[config.mk]
export PLATFORM = sky130hd
export DESIGN_NAME = apb_setup_node
export DESIGN_NICKNAME = d
export VERILOG_FILES = /design/src/rtl/apb_setup_node.sv
export SDC_FILE = /design/constraint.sdc
export NUM_CORES = 1
export LEC_CHECK = 0
export BUFFER_PORTS_ARGS = -buffer_cell sky130_fd_sc_hd__clkbuf_2
export CAP_MARGIN = 20
export CORE_AREA = 2 2 219 221
export DETAILED_ROUTE_END_ITERATION = 10
export DIE_AREA = 0 0 221 223
export PLACE_DENSITY = 0.5
export SLEW_MARGIN = 20
export SYNTH_ARGS = -nofsm -noshare
export SYNTH_HDL_FRONTEND = slang
export SYNTH_SLANG_ARGS = --single-unit
[constraint.sdc]
create_clock -name clk -period 3.2 [get_ports clk]
set_clock_uncertainty 0.15 [all_clocks]
set_input_delay 0.48 -clock clk [delete_from_list [all_inputs] [get_ports clk]]
set_output_delay 0.48 -clock clk [all_outputs]
set_load 0.005 [all_outputs]
[src/rtl/apb_setup_node.sv]
// apb_setup_node
// ---------------------------------------------------------------------------
// Sits downstream of the LINT-to-APB bridge. The bridge raises PSEL and
// PENABLE together (no setup phase); compliant APB masters are accepted too,
// since a transfer starts on s_PSEL alone. The node decodes the address
// against a run-time map, then drives a compliant SETUP -> ACCESS sequence
// toward the selected slave. Every transfer ends with a single s_PREADY
// pulse. Unmapped addresses and slaves that never answer both end with an
// error response carrying ERR_RDATA.
//
// Handshake: upstream s_PSEL=1 seen in IDLE starts a transfer. s_PADDR,
// s_PWDATA and s_PWRITE are latched on that cycle. Completion is the single
// cycle with s_PREADY=1, and s_PRDATA/s_PSLVERR are valid in that cycle.
// Downstream follows APB: SETUP (PSEL=1, PENABLE=0) for one cycle, then
// ACCESS (PSEL=1, PENABLE=1) until m_PREADY[idx]=1 or the timeout expires.
//
// Ports:
//   clk, rst_n             clock, asynchronous active-low reset
//   start_addr_i           region base per slave (slice i = slave i)
//   end_addr_i             region end per slave (exclusive)
//   s_P*                   upstream APB-like port (from the bridge)
//   m_P*                   downstream APB port, shared buses, one-hot PSEL
// ---------------------------------------------------------------------------
module apb_setup_node #(
  parameter int          NB_SLAVES      = 4,
  parameter int          ADDR_WIDTH     = 32,
  parameter int          DATA_WIDTH     = 32,
  parameter int          TIMEOUT_CYCLES = 256,
  parameter logic [31:0] ERR_RDATA      = 32'hBADACCE5
) (
  input  logic                            clk,
  input  logic                            rst_n,
  input  logic [NB_SLAVES*ADDR_WIDTH-1:0] start_addr_i,
  input  logic [NB_SLAVES*ADDR_WIDTH-1:0] end_addr_i,
  input  logic [ADDR_WIDTH-1:0]           s_PADDR,
  input  logic [DATA_WIDTH-1:0]           s_PWDATA,
  input  logic                            s_PWRITE,
  input  logic                            s_PSEL,
  input  logic                            s_PENABLE,
  output logic [DATA_WIDTH-1:0]           s_PRDATA,
  output logic                            s_PREADY,
  output logic                            s_PSLVERR,
  output logic [ADDR_WIDTH-1:0]           m_PADDR,
  output logic [DATA_WIDTH-1:0]           m_PWDATA,
  output logic                            m_PWRITE,
  output logic [NB_SLAVES-1:0]            m_PSEL,
  output logic                            m_PENABLE,
  input  logic [NB_SLAVES*DATA_WIDTH-1:0] m_PRDATA,
  input  logic [NB_SLAVES-1:0]            m_PREADY,
  input  logic [NB_SLAVES-1:0]            m_PSLVERR
);

  localparam int IDX_W = (NB_SLAVES > 1) ? $clog2(NB_SLAVES) : 1;
  // Counter only needs to reach TIMEOUT_CYCLES-1.
  localparam int CNT_W = (TIMEOUT_CYCLES > 1) ? $clog2(TIMEOUT_CYCLES) : 1;
  localparam logic [CNT_W-1:0] CNT_LAST =
    CNT_W'((TIMEOUT_CYCLES > 0) ? TIMEOUT_CYCLES - 1 : 0);
  localparam logic [DATA_WIDTH-1:0] ERR_DATA = DATA_WIDTH'(ERR_RDATA);

  localparam logic [2:0] ST_IDLE   = 3'd0;
  localparam logic [2:0] ST_SETUP  = 3'd1;
  localparam logic [2:0] ST_ACCESS = 3'd2;
  localparam logic [2:0] ST_ERR    = 3'd3;
  localparam logic [2:0] ST_RESP   = 3'd4;

  logic [2:0]            state;
  logic [ADDR_WIDTH-1:0] addr_q;
  logic [DATA_WIDTH-1:0] wdata_q;
  logic                  write_q;
  logic [IDX_W-1:0]      idx_q;
  logic [DATA_WIDTH-1:0] rdata_q;
  logic                  err_q;
  logic [CNT_W-1:0]      cnt_q;

  // Start detection relies on s_PSEL only; s_PENABLE carries no information
  // for this node.
  logic unused_penable;
  assign unused_penable = s_PENABLE;

  // Address decode. Scanning from the top index down lets the lowest
  // matching index overwrite the others, so it wins on overlap. The two-sided
  // compare already rejects regions with start >= end.
  logic             hit;
  logic [IDX_W-1:0] hit_idx;

  always_comb begin
    hit     = 1'b0;
    hit_idx = '0;
    for (int i = NB_SLAVES - 1; i >= 0; i--) begin
      if ((start_addr_i[i*ADDR_WIDTH +: ADDR_WIDTH] <= s_PADDR) &&
          (s_PADDR < end_addr_i[i*ADDR_WIDTH +: ADDR_WIDTH])) begin
        hit     = 1'b1;
        hit_idx = IDX_W'(i);
      end
    end
  end

  // Response mux for the selected slave and one-hot select vector.
  logic                  sel_ready;
  logic                  sel_err;
  logic [DATA_WIDTH-1:0] sel_rdata;
  logic [NB_SLAVES-1:0]  psel_onehot;

  always_comb begin
    sel_ready   = 1'b0;
    sel_err     = 1'b0;
    sel_rdata   = '0;
    psel_onehot = '0;
    for (int i = 0; i < NB_SLAVES; i++) begin
      if (idx_q == IDX_W'(i)) begin
        sel_ready      = m_PREADY[i];
        sel_err        = m_PSLVERR[i];
        sel_rdata      = m_PRDATA[i*DATA_WIDTH +: DATA_WIDTH];
        psel_onehot[i] = 1'b1;
      end
    end
  end

  always_ff @(posedge clk or negedge rst_n) begin
    if (!rst_n) begin
      state   <= ST_IDLE;
      addr_q  <= '0;
      wdata_q <= '0;
      write_q <= 1'b0;
      idx_q   <= '0;
      rdata_q <= '0;
      err_q   <= 1'b0;
      cnt_q   <= '0;
    end else begin
      case (state)
        ST_IDLE: begin
          if (s_PSEL) begin
            addr_q  <= s_PADDR;
            wdata_q <= s_PWDATA;
            write_q <= s_PWRITE;
            idx_q   <= hit_idx;
            state   <= hit ? ST_SETUP : ST_ERR;
          end
        end
        ST_SETUP: begin
          cnt_q <= '0;
          state <= ST_ACCESS;
        end
        ST_ACCESS: begin
          // A PREADY arriving on the last allowed cycle beats the timeout.
          if (sel_ready) begin
            rdata_q <= sel_rdata;
            err_q   <= sel_err;
            state   <= ST_RESP;
          end else if ((TIMEOUT_CYCLES != 0) && (cnt_q == CNT_LAST)) begin
            rdata_q <= ERR_DATA;
            err_q   <= 1'b1;
            state   <= ST_RESP;
          end else begin
            cnt_q <= cnt_q + 1'b1;
          end
        end
        ST_ERR: begin
          rdata_q <= ERR_DATA;
          err_q   <= 1'b1;
          state   <= ST_RESP;
        end
        // s_PSEL is deliberately not looked at here: an upstream holding
        // PSEL through PREADY must not start a second transfer.
        ST_RESP: state <= ST_IDLE;
        default: state <= ST_IDLE;
      endcase
    end
  end

  assign m_PSEL    = ((state == ST_SETUP) || (state == ST_ACCESS)) ? psel_onehot : '0;
  assign m_PENABLE = (state == ST_ACCESS);
  assign m_PADDR   = addr_q;
  assign m_PWDATA  = wdata_q;
  assign m_PWRITE  = write_q;
  assign s_PREADY  = (state == ST_RESP);
  assign s_PRDATA  = rdata_q;
  assign s_PSLVERR = err_q;

endmodule

# --- Word-level counts from Yosys, hierarchy flattened ---
# Cells that the tools add are included.
word_totals:
  regBits: 111
  output_inout_bits: 104
op_classes:
  add_sub_neg: 1
  order_cmp: 8
  n_eq_ne: 12
  n_mux: 39
  reduce_logical: 13
ops:
  columns: ["op", "count"]
  rows:
  - ["32-bit two-way mux", 6]
  - ["32-bit <= comparator", 4]
  - ["32-bit less-than comparator", 4]
  - ["32-bit one-hot mux with 2 select lines", 1]
  - ["1-bit two-way mux", 18]
  - ["8-bit two-way mux", 2]
  - ["8-bit one-hot mux with 2 select lines", 1]
  - ["3-bit one-hot mux with 4 select lines", 1]
  - ["2-bit two-way mux", 5]
  - ["3-bit two-way mux", 3]
  - ["8-bit by 1-bit adder with 8-bit output, second input constant", 1]
  - ["8-bit == test, second input constant", 1]
  - ["3-bit by 2-bit == test with 1-bit output, second input constant", 2]
  - ["2-bit inequality test, second input constant", 3]
  - ["2-bit AND reduction", 3]
  - ["2-bit == test, second input constant", 2]
  - ["1-bit logical AND", 4]
  - ["4-bit two-way mux", 1]
  - ["2-bit nonzero test", 2]
  - ["3-bit by 1-bit == test with 1-bit output, second input constant", 1]
  - ["3-bit == test, second input constant", 1]
  - ["3-bit zero test", 1]
  - ["3-bit by 1-bit inequality test with 1-bit output, second input constant", 1]
  - ["3-bit AND reduction", 1]
  - ["other kinds (4)", 4]

# --- Depth between registers and ports, before layout ---
logic_depth:
  ltp_word: 9
  ltp_mapped: 10
  ltp_nobuf: 10

# --- Worst setup path after synthesis ---
# OpenSTA, ideal clock, no wires.
synth_path:
  path_kind: "input to register"
  from: "in s_PADDR[23]"
  to: "reg state[1]"
  arrival_time_ps: 2438
  required_time_ps: 2921
  setup_slack_ps: 483
  cell_stages: 10
  path_cell_list: "inv_1 -> ha_1 -> nand4_1 -> or4_1 -> o21bai_1 -> o22ai_1 -> nor4_2 -> a31oi_1 -> a311oi_1 -> nor3_1"
synth_between:
  elab_chain_len: 9
synth_rtl:
  columns: ["item", "line_no", "text"]
  rows:
  - ["start: declaration", "35", "input logic [ADDR_WIDTH-1:0] s_PADDR,"]
  - ["32-bit <= comparator / 32-bit less-than comparator (equally long branches)", "90, 91", null]
  - ["1-bit logical AND", "90", "if ((start_addr_i[i*ADDR_WIDTH +: ADDR_WIDTH] <= s_PADDR) &&"]
  - ["1-bit two-way mux (3 in series)", "90", null]
  - ["1-bit two-way mux *", "90", null]
  - ["2-bit two-way mux *", "137", "state <= hit ? ST_SETUP : ST_ERR;"]
  - ["3-bit two-way mux *", "132", "if (s_PSEL) begin"]
  - ["3-bit one-hot mux with 4 select lines *", "130", "case (state)"]
  - ["end signal: assignment", "137", null]
  - ["end: declaration", "66", "logic [2:0] state;"]
# Mark *: on every way between the ends. The rest lies on a longest branch, timed or not. The select of a mux whose other input is x is not followed.
# A chain may end at the register's enable or synchronous reset.

# --- Worst setup path in the final report ---
layout_path:
  from: "in s_PADDR[27]"
  to: "reg state[1]"
# The elaborated chain is that of the path after synthesis.

==> flow_summary_export.csv <==
group,metric,value,unit
power,p_seq_share,31.9,%
clock_network,clk_pin_slew,80,ps
global_routing,grt_pass1_vias,12400,
clock_network,cts.hold.buffers_added,0,
place,dp_slack,-425,ps
floorplanning,initial_core_util,23.6,%
sta,max_clock_freq,0.335,GHz
synth,async_flop_share,100,%
sta,hold_violations,0,
cells_and_area,syn2layout_area_growth,41.9,%
clock_network,cts_sinks,111,
sta,fin_crit_sh,93.2,%
floorplanning,die_height,223,µm
synth,syn_area,11100,µm²
power,max-vdd-ir-drop,0.412,mV
cells_and_area,multi_input_area,7600,µm²
global_routing,grt_overflow,0,
clock_network,cts_tree,"done",
cells_and_area,instances_no_fill,2588,
cells_and_area,fillers,5051,
synth,synthFlopType,"dfrtp_1",
synth,synthCells,1308,
worst_setup_path,endpoint_kind,"flip-flop",
cells_and_area,layout-drive-gt1-share,37.4,%
sta,min_period,2980,ps
drt,wl,49900,µm
power,internal_power,4330,µW
synth,ys_warn_count,0,
synth,synthSimpleGateAreaFrac,18.3,%
global_routing,grtUsageTotal,19.8,%
synth,synth.ff_latch_count,111,
cells_and_area,nNetsFinal,2676,
sta,fin_worst_hold_slack,9.35,ps
power,p_leak,0.00896,µW
drt,ant_nets,0,
floorplanning,die_w,221,µm
synth,synth_xor_area_share,0.394,%
synth,synthMuxAreaShare,6.98,%
synth,synthesis.nets,2022,
worst_setup_path,cp_data_required_time,3290,ps
sta,worst_slack,216,ps
cells_and_area,regArea,2780,µm²
global_routing,grt_max_degree,100,
worst_setup_path,cp-startpoint,"s_PADDR[27]",
clock_network,clockBufferDepth,2,
floorplanning,die_area,49300,µm²
floorplanning,rows,80,
clock_network,root_buffer,"clkbuf_16",
worst_setup_path,r2r-start,"idx_q[0]",
sta,worst_pin_slew,961,ps
sta,setup_violations,0,
clock_network,cts_max_level,3,
synth,synth_top_family_by_area,"adder cells",
drt,first_pass_iters,4,
run_status,status,"finished clean",
drt,num_vias,12000,
worst_setup_path,worst_ep_arrival_time,3080,ps
place,post-dp-hpwl,44600,µm
worst_setup_path,cp_max_fo,4,
sta,rsz0062_at_grt,"false",
drt,first_iter_violations,548,
clock_network,numCtsBuffers,9,
power,pwr-share-clk,15.5,%
floorplanning,core_area,47100,µm²
power,power_frac_comb,52.7,%
drt,drcViolationCount,0,
run,cap_violations,0,
floorplanning,io-pin-count,565,
power,p_total,7490,µW
global_routing,antenna_found_initial,12,
drt,viasPerCell,4.63,
cells_and_area,final_util,33.4,%
worst_setup_path,worstSetupStartpointType,"primary input",
power,p_switching,3160,µW
synth,synth-edff-count,0,
place,place_inst,2566,
worst_hold_path,hold_class,"in -> async",
clock_network,insertion_delay,370,ps
synth,synthAdderAreaFrac,28.5,%
sta,slew_violations,0,
synth,yosysSeqAreaShare,25.0,%
worst_setup_path,path_class,"in -> reg",
place,place_congestion,0.929,
place,numPortBuffers,563,
synth,synth-compound-area-share,14.0,%
drt,wire_per_inst,19.3,µm
synth,ys_types,54,
power,switching_share,42.2,%
sta,slew_headroom,35.9,%
synth,syn_avg_cell_area,8.49,µm²
global_routing,grt_pass1_wl,74100,µm
clock_network,post-cts-setup-buffers,0,
power,p_per_area,475,nW/µm²
-- worst paths after layout --
kind                       slack [ps]            to  cells after the start
max                               220      state[1]                     12
min                                 9  s_PRDATA[25]                      1
max reg2reg                       760      cnt_q[5]                      6
min reg2reg                       330  s_PRDATA[22]                      2
max in group asynchronous        2060      idx_q[0]                      2
min in group clk                  140   m_PWDATA[7]                      3
-- metrics by stage --
step | setup TNS [ps] | cell area (µm²)
final | 0 | 15800
after global placement | -842 | 15400
after floorplan | 0 | 11100
after detailed placement | -1070 | 15400
after global routing | 0 | 15800
after CTS | 0 | 15700
-- placed cells by master (no fill, tap or decap), drive strengths merged, types with 3 or more instances in the layout --
cell | synthesis | final
a2111oi | 9 | 9
a211oi | 8 | 8
a21o | 14 | 14
a21oi | 91 | 91
a221o | 4 | 4
a221oi | 6 | 6
a31oi | 8 | 8
and4 | 8 | 8
buf | 9 | 112
clkbuf | 22 | 573
dfrtp | 111 | 111
diode | 0 | 6
ha | 253 | 253
inv | 168 | 171
mux4 | 34 | 34
nand2 | 271 | 271
nand2b | 6 | 6
nand3 | 30 | 30
nand3b | 14 | 14
nand4 | 42 | 42
nor2 | 37 | 37
nor2b | 9 | 9
nor3 | 12 | 12
nor4 | 7 | 7
o2111ai | 3 | 3
o211ai | 6 | 6
o21a | 6 | 6
o21ai | 84 | 84
o31ai | 3 | 3
or4 | 4 | 4
xor2 | 3 | 3
-- synth_stat cells (all sizes together) (2+ instances only) --
library cell  instances  area, µm²
a2111o                2       22.5
xor2                  3       26.3
a21oi                91        455
nand3b               14        105
mux4                 34        766
buf                   9       45.0
nand2               271       1020
o31ai                 3       22.5
o21a                  6       45.0
nor2                 37        139
inv                 168        631
o21ai                84        420
a211oi                8       60.1
nand3                30        150
nor3                 12       65.1
and2                  2       12.5
a221oi                6       52.6
o2111ai               3       26.3
ha                  253       3170
o21bai                2       15.0
o211ai                6       45.0
nand2b                6       37.5
nor2b                 9       56.3
nor4                  7       50.1
and4                  8       70.1
dfrtp               111       2780
a2111oi               9       78.8
a21o                 14        105
clkbuf               22       82.6
o22ai                 2       12.5
xnor2                 2       17.5
a31oi                 8       50.1
nand4                42        269
or4                   4       30.0
a2bb2oi               2       17.5
a21boi                2       15.0
a311oi                2       35.0
a221o                 4       40.0
-- cell type report --
cell class                      count  area share, %
Clock buffer                       11           1.60
Inverter                          169           4.02
Clock inverter                      5          0.302
Timing Repair Buffer              674           23.3
Sequential cell                   111           17.6
Multi-Input combinational cell    997           48.2
Tap cell                          615           4.88
Antenna cell                        6         0.0952
-- cell families (layout without fill, tap and decap cells) --
logic type / after synthesis / in the layout
xor gates and xnor gates: 5 / 5
muxes: 35 / 35
adders and majority gates: 253 / 253
and+or+nand+nor: 446 / 446
other: 0 / 6
DFF: 111 / 111
buffers and inverters: 200 / 859
AOI/OAI and AO/OA: 258 / 258
-- metal layers --
layer / vias up / part of all wire, % / GRT usage [%]
li1: 5963 / - / -
met1: 5560 / 40 / 22.9
met2: 406 / 50 / 36.0
met3: 45 / 7.0 / 5.19
met4: 10 / 2.2 / 5.17
met5: - / 0.14 / 0
-- state kept, by name, summed over array words and instances, names as in the netlist --
name	count
cnt_q	8
idx_q	2
m_PADDR	32
m_PWDATA	32
m_PWRITE	1
s_PRDATA	32
s_PSLVERR	1
state	3
-- worst max-delay path, stage by stage --
cell,delay [ps]
clkbuf_2,150
inv_1,150
buf_4,170
ha_1,300
nand4_1,170
a21oi_1,60
a2111oi_1,570
buf_4,210
o211ai_1,70
a211o_1,340
a311oi_1,290
nor3_1,90
-- power by group through the flow --
stage               Sequential, µW  Combinational [µW]  Clock [µW]
floorplan                     2420                2010           0
global placement              2400                3970           0
detailed placement            2420                4010           0
CTS                           2390                4040        1220
global route                  2470                4440        1250
finish                        2390                3950        1160
-- timing repair --
item | in CTS | in global routing
pin swaps | 0 | 1
gates cloned | 0 | 0
resized for setup | 1 | 3
endpoints found under the setup margin | 1 | 1
No activity file was read; power rests on OpenSTA's default activity.
